--- config.mk ---
export PLATFORM = sky130hd
export DESIGN_NAME = edge_event_arbiter
export DESIGN_NICKNAME = d
export VERILOG_FILES = /design/src/rtl/edge_event_arbiter.sv
export SDC_FILE = /design/constraint.sdc
export NUM_CORES = 1
export LEC_CHECK = 0
export CAP_MARGIN = 25
export CORE_MARGIN = 2
export CORE_UTILIZATION = 30
export CTS_BUF_LIST = sky130_fd_sc_hd__clkbuf_4
export DETAILED_ROUTE_END_ITERATION = 7
export PLACE_DENSITY = 0.54
export SLEW_MARGIN = 20
export SYNTH_ARGS = -nofsm -noshare
export SYNTH_HDL_FRONTEND = slang
export SYNTH_SLANG_ARGS = --single-unit
--- constraint.sdc ---
create_clock -name clk -period 2.6 [get_ports clk]
set_clock_uncertainty 0.15 [all_clocks]
set_input_delay 0.52 -clock clk [delete_from_list [all_inputs] [get_ports clk]]
set_output_delay 0.52 -clock clk [all_outputs]
set_load 0.05 [all_outputs]
--- src/rtl/edge_event_arbiter.sv ---
// Multi-channel edge-event scheduler: per-channel rise/fall detection, one pending
// event per channel, round-robin arbitration onto a single valid/ready event port.
module edge_event_arbiter #(
  parameter int unsigned N_CH  = 4,
  parameter int unsigned IDX_W = 2
) (
  input  logic             clk,
  input  logic             rst,
  input  logic [N_CH-1:0]  din,
  input  logic [N_CH-1:0]  cfg_rise_en,
  input  logic [N_CH-1:0]  cfg_fall_en,
  output logic             evt_valid,
  input  logic             evt_ready,
  output logic [IDX_W-1:0] evt_ch,
  output logic             evt_rise,
  output logic [N_CH-1:0]  ovf,
  input  logic [N_CH-1:0]  ovf_clr
);

  typedef enum logic {
    S_IDLE  = 1'b0,
    S_VALID = 1'b1
  } state_t;

  state_t             state_q;
  logic [N_CH-1:0]    din_q;
  logic [N_CH-1:0]    pend_q, pend_d;
  logic [N_CH-1:0]    pend_rise_q, pend_rise_d;
  logic [N_CH-1:0]    ovf_q, ovf_d;
  logic [IDX_W-1:0]   rr_ptr_q, rr_ptr_d;
  logic [IDX_W-1:0]   evt_ch_q;
  logic               evt_rise_q;

  logic [N_CH-1:0]    rise, fall, edge_any;
  logic [N_CH-1:0]    gnt_oh, ovf_set;
  logic               gnt_en, gnt_vld;
  logic [IDX_W-1:0]   gnt_idx, scan_idx;

  assign evt_valid = (state_q == S_VALID);
  assign evt_ch    = evt_ch_q;
  assign evt_rise  = evt_rise_q;
  assign ovf       = ovf_q;

  assign rise     = din & ~din_q & cfg_rise_en;
  assign fall     = ~din & din_q & cfg_fall_en;
  assign edge_any = rise | fall;
  assign gnt_en   = ~evt_valid | evt_ready;

  // Round-robin: first registered pend at or after rr_ptr, index arithmetic wraps mod N_CH.
  always_comb begin
    gnt_vld  = 1'b0;
    gnt_idx  = '0;
    scan_idx = '0;
    for (int unsigned k = 0; k < N_CH; k++) begin
      scan_idx = rr_ptr_q + IDX_W'(k);
      if (!gnt_vld && pend_q[scan_idx]) begin
        gnt_vld = 1'b1;
        gnt_idx = scan_idx;
      end
    end
    gnt_vld = gnt_vld & gnt_en;
  end

  always_comb begin
    gnt_oh = '0;
    for (int unsigned i = 0; i < N_CH; i++) begin
      gnt_oh[i] = gnt_vld && (gnt_idx == IDX_W'(i));
    end
  end

  // A new edge on a channel being granted this cycle replaces the slot; otherwise oldest wins.
  always_comb begin
    pend_d      = pend_q;
    pend_rise_d = pend_rise_q;
    ovf_set     = '0;
    for (int unsigned i = 0; i < N_CH; i++) begin
      if (edge_any[i]) begin
        if (!pend_q[i] || gnt_oh[i]) begin
          pend_d[i]      = 1'b1;
          pend_rise_d[i] = rise[i];
        end else begin
          ovf_set[i] = 1'b1;
        end
      end else if (gnt_oh[i]) begin
        pend_d[i] = 1'b0;
      end
    end
    ovf_d    = (ovf_q & ~ovf_clr) | ovf_set;
    rr_ptr_d = gnt_vld ? gnt_idx + IDX_W'(1) : rr_ptr_q;
  end

  always_ff @(posedge clk or posedge rst) begin
    if (rst) begin
      din_q       <= '0;
      pend_q      <= '0;
      pend_rise_q <= '0;
      ovf_q       <= '0;
      rr_ptr_q    <= '0;
    end else begin
      din_q       <= din;
      pend_q      <= pend_d;
      pend_rise_q <= pend_rise_d;
      ovf_q       <= ovf_d;
      rr_ptr_q    <= rr_ptr_d;
    end
  end

  // Output slot: accepting and reloading happen in the same cycle for back-to-back events.
  always_ff @(posedge clk or posedge rst) begin
    if (rst) begin
      state_q    <= S_IDLE;
      evt_ch_q   <= '0;
      evt_rise_q <= 1'b0;
    end else begin
      case (state_q)
        S_IDLE: begin
          if (gnt_vld) begin
            state_q    <= S_VALID;
            evt_ch_q   <= gnt_idx;
            evt_rise_q <= pend_rise_q[gnt_idx];
          end
        end
        S_VALID: begin
          if (evt_ready) begin
            if (gnt_vld) begin
              evt_ch_q   <= gnt_idx;
              evt_rise_q <= pend_rise_q[gnt_idx];
            end else begin
              state_q <= S_IDLE;
            end
          end
        end
        default: state_q <= S_IDLE;
      endcase
    end
  end

endmodule

; ---- Yosys cells after proc, flatten, opt, wreduce, memory -nomap -nowiden
; Index checks and enable logic that the tools add are counted.
[totals]
inputBits = 19
wordCells = 122
out_inout_bits = 8
regBits = 22
[op_classes]
n_lt_le_gt_ge = 5
bitwise_logic = 13
mux = 47
n_addsub = 4
reduce_logical = 31
eq_ne = 8
[ops]
columns = op, n
row1 = two-way mux 1 bit, 33
row2 = bitwise AND 4 bit, 5
row3 = AND reduction 2 bit, 8
row4 = < comparator 2 x 3 -> 1 bit (second input constant), 5
row5 = two-way mux 2 bit, 6
row6 = NOT 4 bit, 3
row7 = binary-select mux 1 bit (select 2 bit), 5
row8 = inequality test 2 x 1 -> 1 bit (second input constant), 4
row9 = bitwise OR 4 bit, 2
row10 = nonzero test 2 bit, 4
row11 = logical AND 1 bit, 7
row12 = zero test 1 bit, 7
row13 = adder 2 x 1 -> 2 bit (second input constant), 2
row14 = adder 2 bit (second input constant), 2
row15 = == test 2 bit (second input constant), 2
row16 = logical OR 1 bit, 4
row17 = case mux 1 bit (2 select lines), 2
row18 = case mux 2 bit (2 select lines), 1
row19 = == test 2 x 1 -> 1 bit (second input constant), 1
row20 = zero test 2 bit, 1
row21 = inequality test 2 bit (second input constant), 1
row22 = bitwise AND 1 bit, 1
row23 = NOT 1 bit, 1
row24 = bitwise OR 1 bit, 1

; ---- Depth between registers and ports, before layout
; Gate-level depths: netlist of the first run.
[logic_depth]
ltp_word = 18
mapped_depth = 7
mapped_depth_nobuf = 5

; ---- Worst setup path before layout of the first run
; Ideal clock, no wire load.
[synth_path]
path_kind = register -> register
startpoint = register state_q, in the netlist evt_valid
endpoint = register ovf_q[3], in the netlist ovf[3]
slack_ps = 508
path_stages_with_launch = 6
synth_period_minus_slack_ps = 2092
setup_ps = 134
arrival_ps = 1809
t_required_ps = 2316
n_path_buf = 1
path_cell_list = dfrtp_1 > a21o_4 > or4_1 > clkbuf_2 > o21ai_0 > o22ai_1
[synth_via]
elab_chain_cells = 8
[synth_lines]
columns = element, line
row1 = from (decl), 25  ; state_t state_q;
row2 = from (signal assigned), 111  ; state_q <= S_IDLE;
row3 = from (signal assigned), 118  ; state_q <= S_VALID;
row4 = from (signal assigned), 129  ; state_q <= S_IDLE;
row5 = NOT 1 bit, -
row6 = bitwise OR 1 bit, 47  ; assign gnt_en = ~evt_valid | evt_ready;
row7 = bitwise AND 1 bit, 61  ; gnt_vld = gnt_vld & gnt_en;
row8 = logical AND 1 bit, 67  ; gnt_oh[i] = gnt_vld && (gnt_idx == IDX_W'(i));
row9 = logical OR 1 bit, 78  ; if (!pend_q[i] || gnt_oh[i]) begin
row10 = two-way mux 1 bit, 78
row11 = two-way mux 1 bit, 77  ; if (edge_any[i]) begin
row12 = bitwise OR 4 bit, 88  ; ovf_d = (ovf_q & ~ovf_clr) | ovf_set;
row13 = named net ovf_d[3], 29  ; logic [N_CH-1:0] ovf_q, ovf_d;
row14 = to (signal assigned), 103  ; ovf_q <= ovf_d;
row15 = to (decl), 29
; The timed path passes the listed nets, and every way through them passes these cells.
; A chain may end at the register's enable or synchronous reset.

; ---- Worst setup path after layout of the first run
[layout_path]
startpoint = input port evt_ready
endpoint = register ovf_q[2], in the netlist ovf[2]
[layout_via]
elab_chain_cells = 7
[layout_lines]
columns = element, line
row1 = from (decl), 13  ; input logic evt_ready,
row2 = bitwise OR 1 bit, 47
row3 = bitwise AND 1 bit, 61
row4 = logical AND 1 bit, 67
row5 = logical OR 1 bit, 78
row6 = two-way mux 1 bit, 78
row7 = two-way mux 1 bit, 77
row8 = bitwise OR 4 bit, 88
row9 = named net ovf_d[2], 29
; The timed path passes the listed nets, and every way through them passes these cells.

==> impl_results.md, run 1 <==
* Setup tns final at 0 ns
* Finish-stage setup viols at 0
* Max IR drop VDD at 0.4150 mV
* Worst-Margin Slew at 0.6230 ns
* Initial Util at 31.36%
* CTS resizes at 0
* Hold_sp: evt_ch[1]
* Number of global-route vias before repair at 834
* Die width at 63.30 microns
* Avg Cell Area, Syn at 9.677 sq um
* DR WL met2 at 1.121 mm
* ANT nets after route at 0
* Layout cell share with drive strength beyond 1 at 6.522%
* Worst-Skew Late Latency at 0.30 ns
* Critical-path cell list: clkdlybuf4s50_1 > inv_1 > a21o_4 > or4_1 > o21ai_0 > o22ai_1
* Vias per cell at 4.902
* Pre-CTS WS at 0.0003677 ns
* Leak at 0.6217 nW
* Headroom to the max-slew limit at 58.11%
* Crit. End Element: flip-flop
* Hold crit path type: flip-flop to flip-flop
* Post-Syn Nets at 128
* Hold Crit Depth at 2
* CTS root buf: clkbuf_4
* RSZ-0062 raised after global routing: false
* Clock-pin transition on the worst setup and hold timing paths at 0.11 ns
* Flops & latches, synth at 22
* Worst Path Max Fanout at 7
* Synth warnings at 0
* Core Region at 3363 sq um
* Finished Core Util at 41.67%
* Met1 Wirelength at 947 microns
* Iter 0 DRT Violations at 14
* WP data arrival at 2.30 ns
* Hold Path Sink: evt_ch[1]
* PD cells at 1079 nW/um^2
* Outcome: finished clean
* Max Used Layer: met4
* First-pass GRT wire length at 3.636 mm
* FF-to-FF Start: pend_q[0]
* Final Hold Fails at 0
* Final GP Congestion at 0.7701
* R2R cell count at 5
* Row count at 21
* Slowest cell on crit path: or4_1
* WL met3 at 112 microns
* Total track usage at 11.71%
* Area contributors post-synth: dfrtp_1, inv_1, nand2_1
* Seq/Total Area, Yosys at 52.19%
* Slew Limit Fails at 0
* Post-CTS Hold Fix Bufs at 0
* CTS HTree Levels at 1
* Area growth from synthesis to layout at 32.86%
* Post-CTS setup repair buffer count at 0
* Internal reg-to-reg setup slack at 0.42 ns
* Fmax at 0.4420 GHz
* IO buf count at 26
* N_diodes at 0
* R2R Path End: pend_rise_q[1]
* CP peak stage delay at 0.67 ns
* Half-perimeter wire length after placement at 1.736 mm
* Top cell type's share of synthesized area at 52.19%
* Yosys cell types at 30
* Largest net degree at the start of global routing at 23
* # clock sinks at 22
* Die area at 4006 sq um
* Number of CTS-inserted buffers at 3
* Remaining Overflow, GRT at 0
* WS Path Type: input port to flip-flop
* DRC viols at 0
* Vias at 902
* Post-Route WL at 2.215 mm
* Ports at 27
* Nature of the critical path startpoint: input port
* Max_cap viols at 0
* Family with the most delay on the worst path: simple AND/OR/NAND/NOR gates
* Final #Nets at 159
* WHS at 0.3365 ns
* Initial antenna violation count at 0
* Area leader, netlist: dfrtp_1
* Die height at 63.30 microns
* Post-Synthesis Cells at 109
* Worst path required time at 2.64 ns
* Drt pass-1 iters at 4
* Mapped Area at 1055 sq um
* CTS tree: yes
* Min Tclk post-route at 2.262 ns
* Part of the cycle the worst path needs at 87.02%
* Final WS setup at 0.3376 ns
* Total power at 1.511 mW
* Buffers and inverters on the worst path at 2
* Worst-case clock buffer depth at 2
* Wire per inst at 12.04 microns
worst min-delay path: stages, from the launching register on:
cell,delay (ns)
dfrtp_1,0.36
nand2_1,0.05
nand2_1,0.05
layout by cell type (no fill, tap or decap), types with 2 or more instances in the layout:
| cell type | instances |
|---|---|
| clkdlybuf4s50_1 | 26 |
| dfrtp_1 | 22 |
| inv_1 | 15 |
| nand2_1 | 13 |
| o21ai_0 | 6 |
| o22ai_1 | 5 |
| a21oi_1 | 5 |
| nor2_1 | 5 |
| a31oi_1 | 5 |
| nand2b_1 | 3 |
| a211o_1 | 3 |
| o211ai_1 | 3 |
| clkbuf_4 | 3 |
| buf_4 | 3 |
| mux2i_1 | 2 |
| nor3_1 | 2 |
| o21a_1 | 2 |
| nand3b_1 | 2 |
| o211a_1 | 2 |
metal layers:
metal | vias up | global-route usage, %
met1 | 426 | 14.68
met4 | 0 | 5.707
met3 | 4 | 1.964
li1 | 447 | -
met2 | 25 | 19.55
met5 | - | 0
registers in the layout (all words and copies together) (netlist names):
register and flops:
din_q 4, evt_ch 2, evt_rise 1, evt_valid 1
ovf 4, pend_q 4, pend_rise_q 4, rr_ptr_q 2
logic make-up after synthesis:
| kind of cell | Yosys count | synth area share, % |
|---|---|---|
| buffers and inverters | 18 | 6.879 |
| muxes | 2 | 1.898 |
| AOI/OAI and AO/OA | 37 | 24.67 |
| DFF | 22 | 52.19 |
| and+or+nand+nor | 29 | 13.52 |
| xor gates and xnor gates | 1 | 0.8305 |
synthesized netlist by cell type, drive strengths merged:
cell,number
or4,1
nand3,1
nand2,13
o211ai,4
o31ai,1
o22ai,5
a31oi,5
o21ai,6
clkbuf,2
nand3b,2
o21a,2
nand2b,3
a21oi,5
a211oi,1
a21o,2
nor4,1
and2,1
o211a,2
dfrtp,22
mux2i,2
nor2,5
buf,1
a211o,3
nor3,2
inv,15
xnor2,1
o221ai,1
per-stage QoR:
| stage | std cells | area [sq um] |
|---|---|---|
| after floorplan | 109 | 1055 |
| after global placement | 181 | 1379 |
| after detailed placement | 181 | 1379 |
| after CTS | 184 | 1401 |
| after global routing | 184 | 1401 |
| final | 184 | 1401 |
worst max-delay path by stage:
stage | end | cells after the start | startpoint
4_1_cts | ovf[2] | 6 | evt_ready
2_1_floorplan | ovf[3] | 5 | evt_valid
3_3_place_gp | ovf[3] | 6 | evt_ready
5_1_grt | ovf[2] | 6 | evt_ready
6_report | ovf[2] | 6 | evt_ready
3_5_place_dp | ovf[2] | 6 | evt_ready
report_power, final:
group / leakage, nW / internal [mW] / total [mW] / switching [mW]
Sequential: 0.246 / 0.452 / 0.566 / 0.114
Combinational: 0.362 / 0.325 / 0.793 / 0.468
Clock: 0.0138 / 0.0541 / 0.153 / 0.0986
cell type report:
| class | count | area, sq um |
|---|---|---|
| timing repair buffer | 29 | 282.8 |
| tap | 46 | 57.56 |
| fill | 358 | 1962 |
| sequential | 22 | 550.5 |
| clock buffer | 3 | 22.52 |
| multi-input combinational | 69 | 431.7 |
| inverter | 15 | 56.30 |
(Power assumes the default switching activity.)
==> run 2: changes to the inputs <==
--- a/config.mk
+++ b/config.mk
@@ -11,6 +11,7 @@
 export CTS_BUF_LIST = sky130_fd_sc_hd__clkbuf_4
 export DETAILED_ROUTE_END_ITERATION = 7
 export PLACE_DENSITY = 0.54
+export REMOVE_ABC_BUFFERS = 1
 export SLEW_MARGIN = 20
 export SYNTH_ARGS = -nofsm -noshare
 export SYNTH_HDL_FRONTEND = slang
==> impl_results.md, run 2 (synthesis results as in run 1) <==
* First-pass GRT wire length at 3.650 mm
* Core Region at 3363 sq um
* Worst-Skew Late Latency at 0.31 ns
* Final Hold Fails at 0
* Total track usage at 11.47%
* WP data arrival at 2.29 ns
* Flop pwr share at 34.5%
* Headroom to the max-slew limit at 54.83%
* Die area at 4006 sq um
* ANT nets after route at 0
* Most frequent cells in the layout: clkdlybuf4s50_1, dfrtp_1, inv_1
* Finish-stage setup viols at 0
* Largest net degree at the start of global routing at 23
* RSZ-0062 raised after global routing: false
* Final WS setup at 0.3602 ns
* Fmax at 0.4465 GHz
* CTS tree: yes
* Setup tns final at 0 ns
* Logic pwr share at 49.1%
* NetSw at 0.6904 mW
* Vias per cell at 4.735
* Hold crit path type: flip-flop to flip-flop
* N_diodes at 0
* Initial Util at 31.36%
* WS Path Type: input port to flip-flop
* Initial antenna violation count at 0
* Vias at 876
* Worst-Margin Slew at 0.6718 ns
* Commonest non-fill, non-tap cell in the layout: clkdlybuf4s50_1
* Nature of the critical path startpoint: input port
* Die width at 63.30 microns
* Number of CTS-inserted buffers at 3
* Internal power at 0.9330 mW
* Pre-CTS WS at 0.008860 ns
* Max IR drop VDD at 0.6801 mV
* IO buf count at 26
* Worst-case clock buffer depth at 2
* Part of the cycle the worst path needs at 86.15%
* Number of global-route vias before repair at 865
* Drt pass-1 iters at 4
* # clock sinks at 22
* Outcome: finished clean
* Row count at 21
* Worst Path Max Fanout at 7
* Clock-pin transition on the worst setup and hold timing paths at 0.13 ns
* Worst path required time at 2.65 ns
* Final GP Congestion at 0.7451
* Leak at 0.6359 nW
* Flip-flop and latch area at 550.5 sq um
* CTS HTree Levels at 1
* Remaining Overflow, GRT at 0
* Final #Nets at 159
* Post-Route WL at 2.109 mm
* Net Sw Frac at 42.53%
* Ports at 27
* Post-CTS Hold Fix Bufs at 0
* PD cells at 1134 nW/um^2
* Clock power frac at 16.4%
* Post-CTS setup repair buffer count at 0
* Wire per inst at 11.40 microns
* Area used by multi-input combinational logic at 431.7 sq um
* Fillers at 360
* Layout cell share with drive strength beyond 1 at 7.194%
* Area growth from synthesis to layout at 35.71%
* CTS root buf: clkbuf_4
* Max_cap viols at 0
* DRC viols at 0
* Half-perimeter wire length after placement at 1.624 mm
* WHS at 0.3475 ns
* Min Tclk post-route at 2.240 ns
* Crit. End Element: flip-flop
* Die height at 63.30 microns
* Iter 0 DRT Violations at 16
* Slew Limit Fails at 0
* CTS resizes at 0
==> run 2: cell count changes in the layout (fill, tap and decap cells not counted), sizes merged <==
cell    before  now
bufinv       0    1
==> run 2: final cells by class <==
cell class | instances | area share [%]
clock inverter | 1 | 2.098
timing repair buffer | 29 | 19.76
clock buffer | 3 | 1.573
tap | 46 | 4.021
multi-input combinational | 69 | 30.16
inverter | 15 | 3.934
sequential | 22 | 38.46
==> run 2: metal layers <==
| metal | GRT usage (%) | vias to the layer above | share of wire [%] |
|---|---|---|---|
| met5 | 0 | - | 0 |
| met4 | 5.707 | 0 | 0.95 |
| met3 | 2.321 | 2 | 4.4 |
| met2 | 18.88 | 20 | 45 |
| met1 | 14.30 | 405 | 50 |
| li1 | - | 449 | - |
==> run 2: power groups by stage <==
stage | Sequential (mW) | Combinational (mW) | Clock [mW]
floorplan | 0.701 | 0.408 | 0
global placement | 0.565 | 0.787 | 0
detailed placement | 0.570 | 0.796 | 0
CTS | 0.562 | 0.801 | 0.273
global route | 0.582 | 0.873 | 0.288
finish | 0.561 | 0.797 | 0.266
==> run 2: critical path, cell delays in order <==
cell             delay [ns]
clkdlybuf4s50_1        0.45
inv_1                  0.06
a21o_4                 0.21
or4_1                  0.65
o21ai_0                0.27
o22ai_1                0.12
==> run 2: through the flow <==
step                      area [sq um]  power (mW)  util (%)  cells
final                             1431       1.623     42.56    185
after floorplan                   1039       1.109         -    106
after CTS                         1431       1.636     42.56    185
after global placement            1379       1.352     41.00    181
after detailed placement          1379       1.366     41.00    181
after global routing              1431       1.743     42.56    185
==> run 2: final timing paths <==
path                           start  slack, ns  cells after the start              to
min reg2reg                evt_ch[0]       0.35                      1       evt_ch[0]
max in group asynchronous        rst       1.70                      3        din_q[0]
min                        evt_ch[0]       0.35                      1       evt_ch[0]
min in group asynchronous        rst       0.37                      3          ovf[3]
max reg2reg                pend_q[0]       0.40                      5  pend_rise_q[1]
max                        evt_ready       0.36                      6          ovf[3]
